===== config.mk =====
export PLATFORM = sky130hd
export DESIGN_NAME = issue_sched
export DESIGN_NICKNAME = d
export VERILOG_FILES = /design/src/rtl/issue_sched.sv
export SDC_FILE = /design/constraint.sdc
export NUM_CORES = 1
export LEC_CHECK = 0
export CORE_MARGIN = 4
export CORE_UTILIZATION = 39
export DETAILED_ROUTE_END_ITERATION = 10
export HOLD_SLACK_MARGIN = 0.06
export PLACE_DENSITY_LB_ADDON = 0.08
export SYNTH_ARGS = -nofsm -noshare
export SYNTH_HDL_FRONTEND = slang
export SYNTH_SLANG_ARGS = --single-unit

===== constraint.sdc =====
create_clock -name clk2 -period 1.65 [get_ports clk2]
set_clock_uncertainty 0.1 [all_clocks]
set_input_delay 0.4125 -clock clk2 [delete_from_list [all_inputs] [get_ports clk2]]
set_output_delay 0.4125 -clock clk2 [all_outputs]
set_load 0.01 [all_outputs]

===== src/rtl/issue_sched.sv =====
// Dispatch scheduler and CDB arbiter: picks one ready add and one ready mul/div
// entry per cycle, tracks the mul/div unit, arbitrates the CDB (optional macro SCHED_RR_EN).
module issue_sched #(
   parameter int NRS     = 3,
   parameter int MUL_LAT = 3,
   parameter int DIV_LAT = 6
) (
   input  logic           clk2,
   input  logic           rst,
   input  logic           flush,
   input  logic [NRS-1:0] add_rdy,
   input  logic [NRS-1:0] mul_rdy,
   input  logic [NRS-1:0] mul_isdiv,
   output logic           add_go,
   output logic [2:0]     add_idx,
   output logic           mul_go,
   output logic [2:0]     mul_idx,
   output logic           mul_busy,
   output logic           cdb_add,
   output logic           cdb_mul,
   output logic           stall_add
);

   localparam int CW = (DIV_LAT > 2) ? $clog2(DIV_LAT) : 1;
   localparam logic [NRS-1:0] ONE = {{(NRS-1){1'b0}}, 1'b1};

   typedef enum logic [1:0] {S_IDLE, S_RUN, S_DONE} mul_state_t;

   mul_state_t    state, state_n;
   logic [CW-1:0] cnt, cnt_n;

   // Returns {found, idx}: first set bit of rdy searching upward from start, wrapping.
   function automatic logic [3:0] pick(input logic [NRS-1:0] rdy, input logic [2:0] start);
      logic [3:0] r;
      int j;
      r = '0;
      for (int k = NRS - 1; k >= 0; k--) begin
         j = (int'(start) + k) % NRS;
         if (rdy[j]) r = {1'b1, 3'(j)};
      end
      return r;
   endfunction

   // The RS clears a dispatched entry one cycle late, so the index on the go
   // outputs this cycle must not be picked again for the next cycle.
   logic [NRS-1:0] add_mask, mul_mask;
   assign add_mask = add_go ? (ONE << add_idx) : '0;
   assign mul_mask = mul_go ? (ONE << mul_idx) : '0;

   logic [2:0] add_start, mul_start;
`ifdef SCHED_RR_EN
   logic [2:0] add_ptr, mul_ptr;
   assign add_start = add_ptr;
   assign mul_start = mul_ptr;
`else
   assign add_start = 3'd0;
   assign mul_start = 3'd0;
`endif

   logic [3:0] add_sel, mul_sel;
   logic       sel_isdiv;
   assign add_sel   = pick(add_rdy & ~add_mask, add_start);
   assign mul_sel   = pick(mul_rdy & ~mul_mask, mul_start);
   assign sel_isdiv = |(mul_isdiv & (ONE << mul_sel[2:0]));

   logic       add_go_n, mul_go_n, mul_busy_n, cdb_add_n, cdb_mul_n, stall_n, mul_done_n;
   logic [2:0] add_idx_n, mul_idx_n;

   // State register (all registered state and outputs).
   always_ff @(posedge clk2) begin
      if (rst) begin
         state     <= S_IDLE;
         cnt       <= '0;
         add_go    <= 1'b0;
         add_idx   <= '0;
         mul_go    <= 1'b0;
         mul_idx   <= '0;
         mul_busy  <= 1'b0;
         cdb_add   <= 1'b0;
         cdb_mul   <= 1'b0;
         stall_add <= 1'b0;
      end else begin
         state     <= state_n;
         cnt       <= cnt_n;
         add_go    <= add_go_n;
         add_idx   <= add_idx_n;
         mul_go    <= mul_go_n;
         mul_idx   <= mul_idx_n;
         mul_busy  <= mul_busy_n;
         cdb_add   <= cdb_add_n;
         cdb_mul   <= cdb_mul_n;
         stall_add <= stall_n;
      end
   end

`ifdef SCHED_RR_EN
   always_ff @(posedge clk2) begin
      if (rst || flush) begin
         add_ptr <= '0;
         mul_ptr <= '0;
      end else begin
         if (add_go_n) add_ptr <= (add_sel[2:0] == 3'(NRS - 1)) ? 3'd0 : add_sel[2:0] + 3'd1;
         if (mul_go_n) mul_ptr <= (mul_sel[2:0] == 3'(NRS - 1)) ? 3'd0 : mul_sel[2:0] + 3'd1;
      end
   end
`endif

   // Next-state logic for the mul/div unit.
   always_comb begin
      state_n = state;
      cnt_n   = cnt;
      case (state)
         S_IDLE, S_DONE: begin
            if (mul_sel[3]) begin
               state_n = S_RUN;
               cnt_n   = sel_isdiv ? CW'(DIV_LAT - 1) : CW'(MUL_LAT - 1);
            end else begin
               state_n = S_IDLE;
            end
         end
         S_RUN: begin
            if (cnt == '0) state_n = S_DONE;
            else           cnt_n   = cnt - 1'b1;
         end
         default: state_n = S_IDLE;
      endcase
      if (flush) begin
         state_n = S_IDLE;
         cnt_n   = '0;
      end
   end

   // Output logic: values the output registers take at the next edge.
   always_comb begin
      mul_done_n = (state == S_RUN) && (cnt == '0);
      // An add result due in a mul DONE cycle is held one cycle; no new add behind it.
      stall_n    = add_go && mul_done_n;
      cdb_mul_n  = mul_done_n;
      cdb_add_n  = (add_go && !mul_done_n) || stall_add;
      add_go_n   = add_sel[3] && !stall_n;
      add_idx_n  = add_go_n ? add_sel[2:0] : 3'd0;
      mul_go_n   = ((state == S_IDLE) || (state == S_DONE)) && mul_sel[3];
      mul_idx_n  = mul_go_n ? mul_sel[2:0] : 3'd0;
      mul_busy_n = (state_n == S_RUN) && !mul_go_n;
      if (flush) begin
         stall_n    = 1'b0;
         cdb_mul_n  = 1'b0;
         cdb_add_n  = 1'b0;
         add_go_n   = 1'b0;
         add_idx_n  = 3'd0;
         mul_go_n   = 1'b0;
         mul_idx_n  = 3'd0;
         mul_busy_n = 1'b0;
      end
   end

endmodule


==> results of run 1 <==
-- Yosys cell counts, types with 2 or more instances --
cell / instances
and2_1: 3
a21oi_1: 4
buf_4: 2
inv_1: 5
nor2_1: 10
nor2b_1: 3
dfxtp_1: 15
o21ai_0: 2
and3_1: 2
nand2_1: 5
ha_1: 2
mux2i_1: 3
nand2b_1: 5
or3_1: 2
-- sequential cells by signal (all words and copies together), names as in the netlist --
name,cells
mul_go,1
cdb_mul,1
state,2
cnt,3
add_idx,2
mul_busy,1
add_go,1
cdb_add,1
stall_add,1
mul_idx,2
-- tightest hold or removal path: stages, from the launching register on --
cell and delay, ps:
dfxtp_2 330, nand3_1 80, a21oi_2 50
-- logic make-up (layout without fill, tap and decap cells) --
| group | after synthesis | count (layout) | synth area share, % |
|---|---|---|---|
| AOI/OAI and AO/OA | 16 | 16 | 16.47 |
| adders and majority gates | 2 | 2 | 3.361 |
| buffers and inverters | 8 | 41 | 5.041 |
| DFF | 15 | 15 | 40.34 |
| muxes | 4 | 4 | 5.546 |
| other | 1 | 2 | 0.5037 |
| and+or+nand+nor | 38 | 38 | 28.74 |
-- stage by stage --
step	utilization, %	power, mW	area [um^2]	hold slack (ps)
floorplan	-	0.4919	748.2	352.6
global placement	59.72	0.5743	1054	359.4
detailed placement	59.72	0.5791	1054	370.9
CTS	61.13	0.7919	1079	385.2
global route	61.84	0.8298	1091	419.6
finish	61.84	0.7818	1091	392.2
-- what timing repair did --
item	CTS	global route
pin swaps	1	5
buffers inserted	0	0
endpoints found under the setup margin	17	4
gates resized for setup	19	5
-- layer usage --
metal  wire, um  global-route usage [%]  share of wire (%)
met4         23                   9.170                1.3
met2        838                   25.21                 48
met5          0                       0                  0
met1        778                   16.87                 45
met3         88                   2.865                5.1
-- layout make-up --
cell class	instances	area (um^2)	share of cell area, %
repair buffers	32	276.5	25.34
clock inverters	1	5.005	0.4587
well taps	25	31.28	2.867
inverters	5	18.77	1.720
flip-flops and latches	15	312.8	28.67
clock buffers	3	22.52	2.064
multi-input cells	62	424.2	38.88
-- power groups by stage --
stage,logic (mW),registers (mW),clock network (mW)
2_1_floorplan,0.0935,0.398,0
3_3_place_gp,0.177,0.397,0
3_5_place_dp,0.182,0.397,0
4_1_cts,0.177,0.390,0.225
5_1_grt,0.198,0.391,0.240
6_report,0.179,0.389,0.214
-- final timing paths --
path / startpoint / endpoint / slack, ps / cells after the start
max: mul_idx[0] / cnt[1] / 30 / 5
min: cnt[1] / cnt[1] / 390 / 2
max reg2reg: mul_idx[0] / cnt[1] / 30 / 5
min reg2reg: cnt[1] / cnt[1] / 390 / 2
==> impl_metrics.py, run 1 <==
metrics = {
    "outcome": {
        "status": "completed",
    },
    "setup_path": {
        "crit_fanout": 5,
        "cp.required_ps": 1780,
        "cp.arrival_ps": 1750,
        "cpMaxStageDelayCell": "dfxtp_4",
        "cp-end-kind": "flop",
        "crit_buf_inv": 0,
        "worstSetupPathType": "flop to flop",
        "crit_path_cell_trace": "mux2i_2 -> a32o_2 -> or2_4 -> a211o_1 -> a21oi_2",
        "critPathMaxStageDelay_ps": 370,
        "crit_family": "compound AO/OA/AOI/OAI gates",
        "cp-start-kind": "flop",
    },
    "clocking": {
        "clkLatencyLatePin_ps": 290,
        "cts.path.max_buffers": 2,
        "clk_pin_slew_ps": 90,
        "numCtsBuffers": 3,
        "tritoncts": "yes",
        "cts_hold_buffers": 0,
        "cts_max_level": 1,
        "clkSinkCount": 15,
        "cts-root-buf": "clkbuf_4",
    },
    "layout": {
        "drive_gt1_share_pct": 26.27,
        "fin_cells": 143,
        "layout.nets": 133,
        "antenna_cells": 0,
        "mostFrequentLayoutCells": "dlygate4sd2_1 (13), buf_4 (11), nor2_1 (10)",
        "syn_to_final_growth_pct": 46.56,
        "fill_cells": 173,
        "final_common_cell": "dlygate4sd2_1",
    },
    "yosys": {
        "synth_top_area_share_pct": 40.34,
        "synth_seq_cells": 15,
        "async_flop_share_pct": 0,
        "syn_avg_cell_area_um2": 8.863,
        "synth.distinct_cells": 35,
        "synth_area_leaders": "dfxtp_1 (40%), nor2_1 (5.0%), nand2b_1 (4.2%)",
        "synth_ff_type": "dfxtp_1",
        "netlist_instances": 84,
        "yosysWarnings": 0,
        "synth-edff-count": 0,
        "synth_top_area_cell": "dfxtp_1",
        "syn_area_um2": 744.5,
        "seq_area_frac_synth_pct": 40.34,
    },
    "floorplan": {
        "die_y_um": 51.69,
        "die_w_um": 51.69,
        "io_pins": 24,
        "die_area_mm2": 0.002672,
        "start_util_pct": 42.20,
        "rows": 15,
        "core_mm2": 0.001764,
    },
    "sta": {
        "rsz0062_at_grt": "true",
        "setup_ws_ps": 26.37,
        "setup_viol": 0,
        "slew_viol_final": 0,
        "fin_crit_ps": 1624,
        "finalCritPeriodShare_pct": 98.40,
        "setup-tns-final_ps": 0,
        "final_hold_viol_count": 0,
        "max_freq_ghz": 0.6159,
    },
    "power_and_ir_drop": {
        "p_comb_share_pct": 22.9,
        "sw_frac_of_total_pct": 27.82,
        "vdd_drop_max_mv": 0.4563,
        "p_clk_share_pct": 27.3,
        "internal-power_uw": 564.3,
        "switchingPower_uw": 217.4,
        "leakage_nw": 0.5152,
        "seq_power_share_pct": 49.8,
        "p_per_area_mw_per_mm2": 716.5,
    },
    "drt": {
        "wl_um": 1728,
        "ant_nets": 0,
        "firstDrtPassIters": 4,
        "drt_iter0_drc": 13,
        "vias": 702,
        "drc": 0,
        "via_per_inst": 4.909,
        "routedWlPerCell_um": 12.08,
    },
    "global_routing": {
        "grt_pass1_wl_um": 2911,
        "track_usage_pct": 14.80,
        "grt_max_degree": 10,
        "antenna_found_initial": 0,
        "grt_pass1_vias": 686,
        "overflow": 0,
    },
    "placed_design": {
        "place_inst": 139,
        "portBuffers": 21,
        "gp_congestion": 0.7388,
        "place_ws_ps": -496.4,
        "hpwl_um": 1366,
    },
    "flow_run": {
        "cap_violations": 0,
    },
    "hold_path": {
        "hold_path_class": "flop to flop",
    },
}
Note: power is estimated with default switching activity, not from simulation.
==> run 2, diff against run 1 <==
--- a/config.mk
+++ b/config.mk
@@ -8,3 +8,4 @@
 export CORE_MARGIN = 4
-export CORE_UTILIZATION = 39
+export CORE_UTILIZATION = 40
+export CTS_BUF_LIST = sky130_fd_sc_hd__clkbuf_8
 export DETAILED_ROUTE_END_ITERATION = 10
--- a/constraint.sdc
+++ b/constraint.sdc
@@ -4,2 +4,2 @@
 set_output_delay 0.4125 -clock clk2 [all_outputs]
-set_load 0.01 [all_outputs]
+set_load 0.005 [all_outputs]
==> impl_metrics.py, run 2 (same netlist as run 1, synthesis figures left out) <==
metrics = {
    "drt": {
        "via_per_inst": 4.930,
        "routedWlPerCell_um": 12.34,
        "met1Wirelength_um": 758,
        "dr_wl_met2_um": 887,
        "firstDrtPassIters": 4,
        "wl_um": 1765,
        "top_layer": "met4",
        "vias": 705,
        "drt_iter0_drc": 7,
        "drc": 0,
        "wl_met3_um": 101,
        "ant_nets": 0,
    },
    "placed_design": {
        "portBuffers": 21,
        "place_ws_ps": -495.1,
        "place_inst": 137,
        "gp_congestion": 0.7734,
        "post_dp_cell_area_mm2": 0.001039,
        "hpwl_um": 1296,
    },
    "power_and_ir_drop": {
        "p_comb_share_pct": 21.4,
        "switchingPower_uw": 220.9,
        "p_clk_share_pct": 34.0,
        "internal-power_uw": 648.7,
        "vdd_drop_max_mv": 0.5073,
        "sw_frac_of_total_pct": 25.40,
        "seq_power_share_pct": 44.6,
        "p_per_area_mw_per_mm2": 744.9,
        "leakage_nw": 0.5694,
    },
    "global_routing": {
        "overflow": 0,
        "grt_max_degree": 10,
        "grt_pass1_vias": 710,
        "antenna_found_initial": 0,
        "grt_pass1_wl_um": 2911,
        "track_usage_pct": 14.77,
    },
    "layout": {
        "fin_util_pct": 66.88,
        "syn_to_final_growth_pct": 56.81,
        "mostFrequentLayoutCells": "clkdlybuf4s50_1 (13), buf_4 (11), nor2_1 (10)",
        "drive_gt1_share_pct": 33.05,
        "antenna_cells": 0,
        "fin_cells": 143,
        "layout.nets": 133,
        "final_common_cell": "clkdlybuf4s50_1",
        "largest_reg_flops": 3,
        "finalInstanceArea_mm2": 0.001167,
        "fill_cells": 154,
        "largest-register": "cnt",
    },
    "clocking": {
        "cts_max_level": 1,
        "cts_hold_buffers": 0,
        "cts.path.max_buffers": 2,
        "clk_pin_slew_ps": 60,
        "clkSinkCount": 15,
        "cts-root-buf": "clkbuf_8",
        "clkLatencyLatePin_ps": 240,
        "tritoncts": "yes",
        "numCtsBuffers": 3,
    },
    "sta": {
        "final_hold_viol_count": 0,
        "fin_crit_ps": 1606,
        "max_freq_ghz": 0.6227,
        "setup_viol": 0,
        "setup_ws_ps": 44.21,
        "finalCritPeriodShare_pct": 97.32,
        "rsz0062_at_grt": "true",
        "slew_viol_final": 0,
        "setup-tns-final_ps": 0,
    },
    "setup_path": {
        "cp-end-kind": "flop",
        "cp.required_ps": 1730,
        "ff2ff_path_depth": 5,
        "worstSetupPathType": "input pin to flop",
        "crit_fanout": 4,
        "cp-start-kind": "input pin",
        "cp.arrival_ps": 1690,
    },
    "floorplan": {
        "core_mm2": 0.001745,
        "die_y_um": 51.14,
        "io_pins": 24,
        "die_area_mm2": 0.002615,
        "rows": 15,
        "die_w_um": 51.14,
        "start_util_pct": 42.65,
    },
    "hold_path": {
        "hold_path_class": "flop to flop",
        "min_delay_path_depth": 2,
    },
    "flow_run": {
        "cap_violations": 0,
    },
    "outcome": {
        "status": "completed",
    },
}
run 2: changes by cell type in the layout (fill, tap and decap cells not counted), moves of 2 or more:
cell             previous run  this run
dfxtp_1                     9         7
clkdlybuf4s50_1             8        13
clkbuf_4                    3         0
clkdlybuf4s15_1             0         2
clkbuf_8                    0         3
dlymetal6s2s_1              0         5
dfxtp_4                     2         4
dlygate4sd2_1              13         0
run 2: repair_timing:
| action | in CTS | in global routing |
|---|---|---|
| buffers inserted | 1 | 1 |
| pin swaps | 2 | 8 |
| hold endpoints to repair | 0 | 0 |
| resized for setup | 12 | 23 |
| setup endpoints to repair | 12 | 11 |
run 2: layer usage:
layer / up-vias / track usage [%]
met5: - / 0
met4: 0 / 9.417
met3: 2 / 2.915
met2: 18 / 27.04
met1: 328 / 15.05
li1: 357 / -
run 2: critical path, stage by stage:
cell and delay [ps]:
clkdlybuf4s15_1 240, mux2i_2 110, a32o_2 270, or2_4 240, a211o_1 300, a21oi_2 110
run 2: power groups by stage:
stage	clock network (mW)	registers, mW	logic (mW)
2_1_floorplan	0	0.396	0.0925
3_3_place_gp	0	0.397	0.166
3_5_place_dp	0	0.397	0.168
4_1_cts	0.305	0.390	0.173
5_1_grt	0.322	0.391	0.206
6_report	0.296	0.388	0.186
run 2: metrics by stage:
| step | hold WS [ps] | total power, mW |
|---|---|---|
| 2_1_floorplan | 352.6 | 0.4880 |
| 3_3_place_gp | 358.6 | 0.5633 |
| 3_5_place_dp | 365.9 | 0.5652 |
| 4_1_cts | 377.2 | 0.8680 |
| 5_1_grt | 412.8 | 0.9196 |
| 6_report | 371.9 | 0.8696 |
run 2: cell type report:
cell class	count	area, um^2	share of cell area [%]
repair buffers	32	300.3	25.72
inverters	5	18.77	1.608
clock inverters	1	5.005	0.4287
well taps	25	31.28	2.680
flip-flops and latches	15	320.3	27.44
clock buffers	3	41.29	3.537
multi-input cells	62	450.4	38.59
run 2: path summary, 6_finish.rpt:
| path | start | to | slack (ps) |
|---|---|---|---|
| hold / removal | stall_add | cdb_add | 370 |
| setup / recovery | mul_rdy[0] | cnt[1] | 40 |
| hold reg to reg | stall_add | cdb_add | 370 |
| setup reg to reg | mul_idx[0] | cnt[1] | 50 |
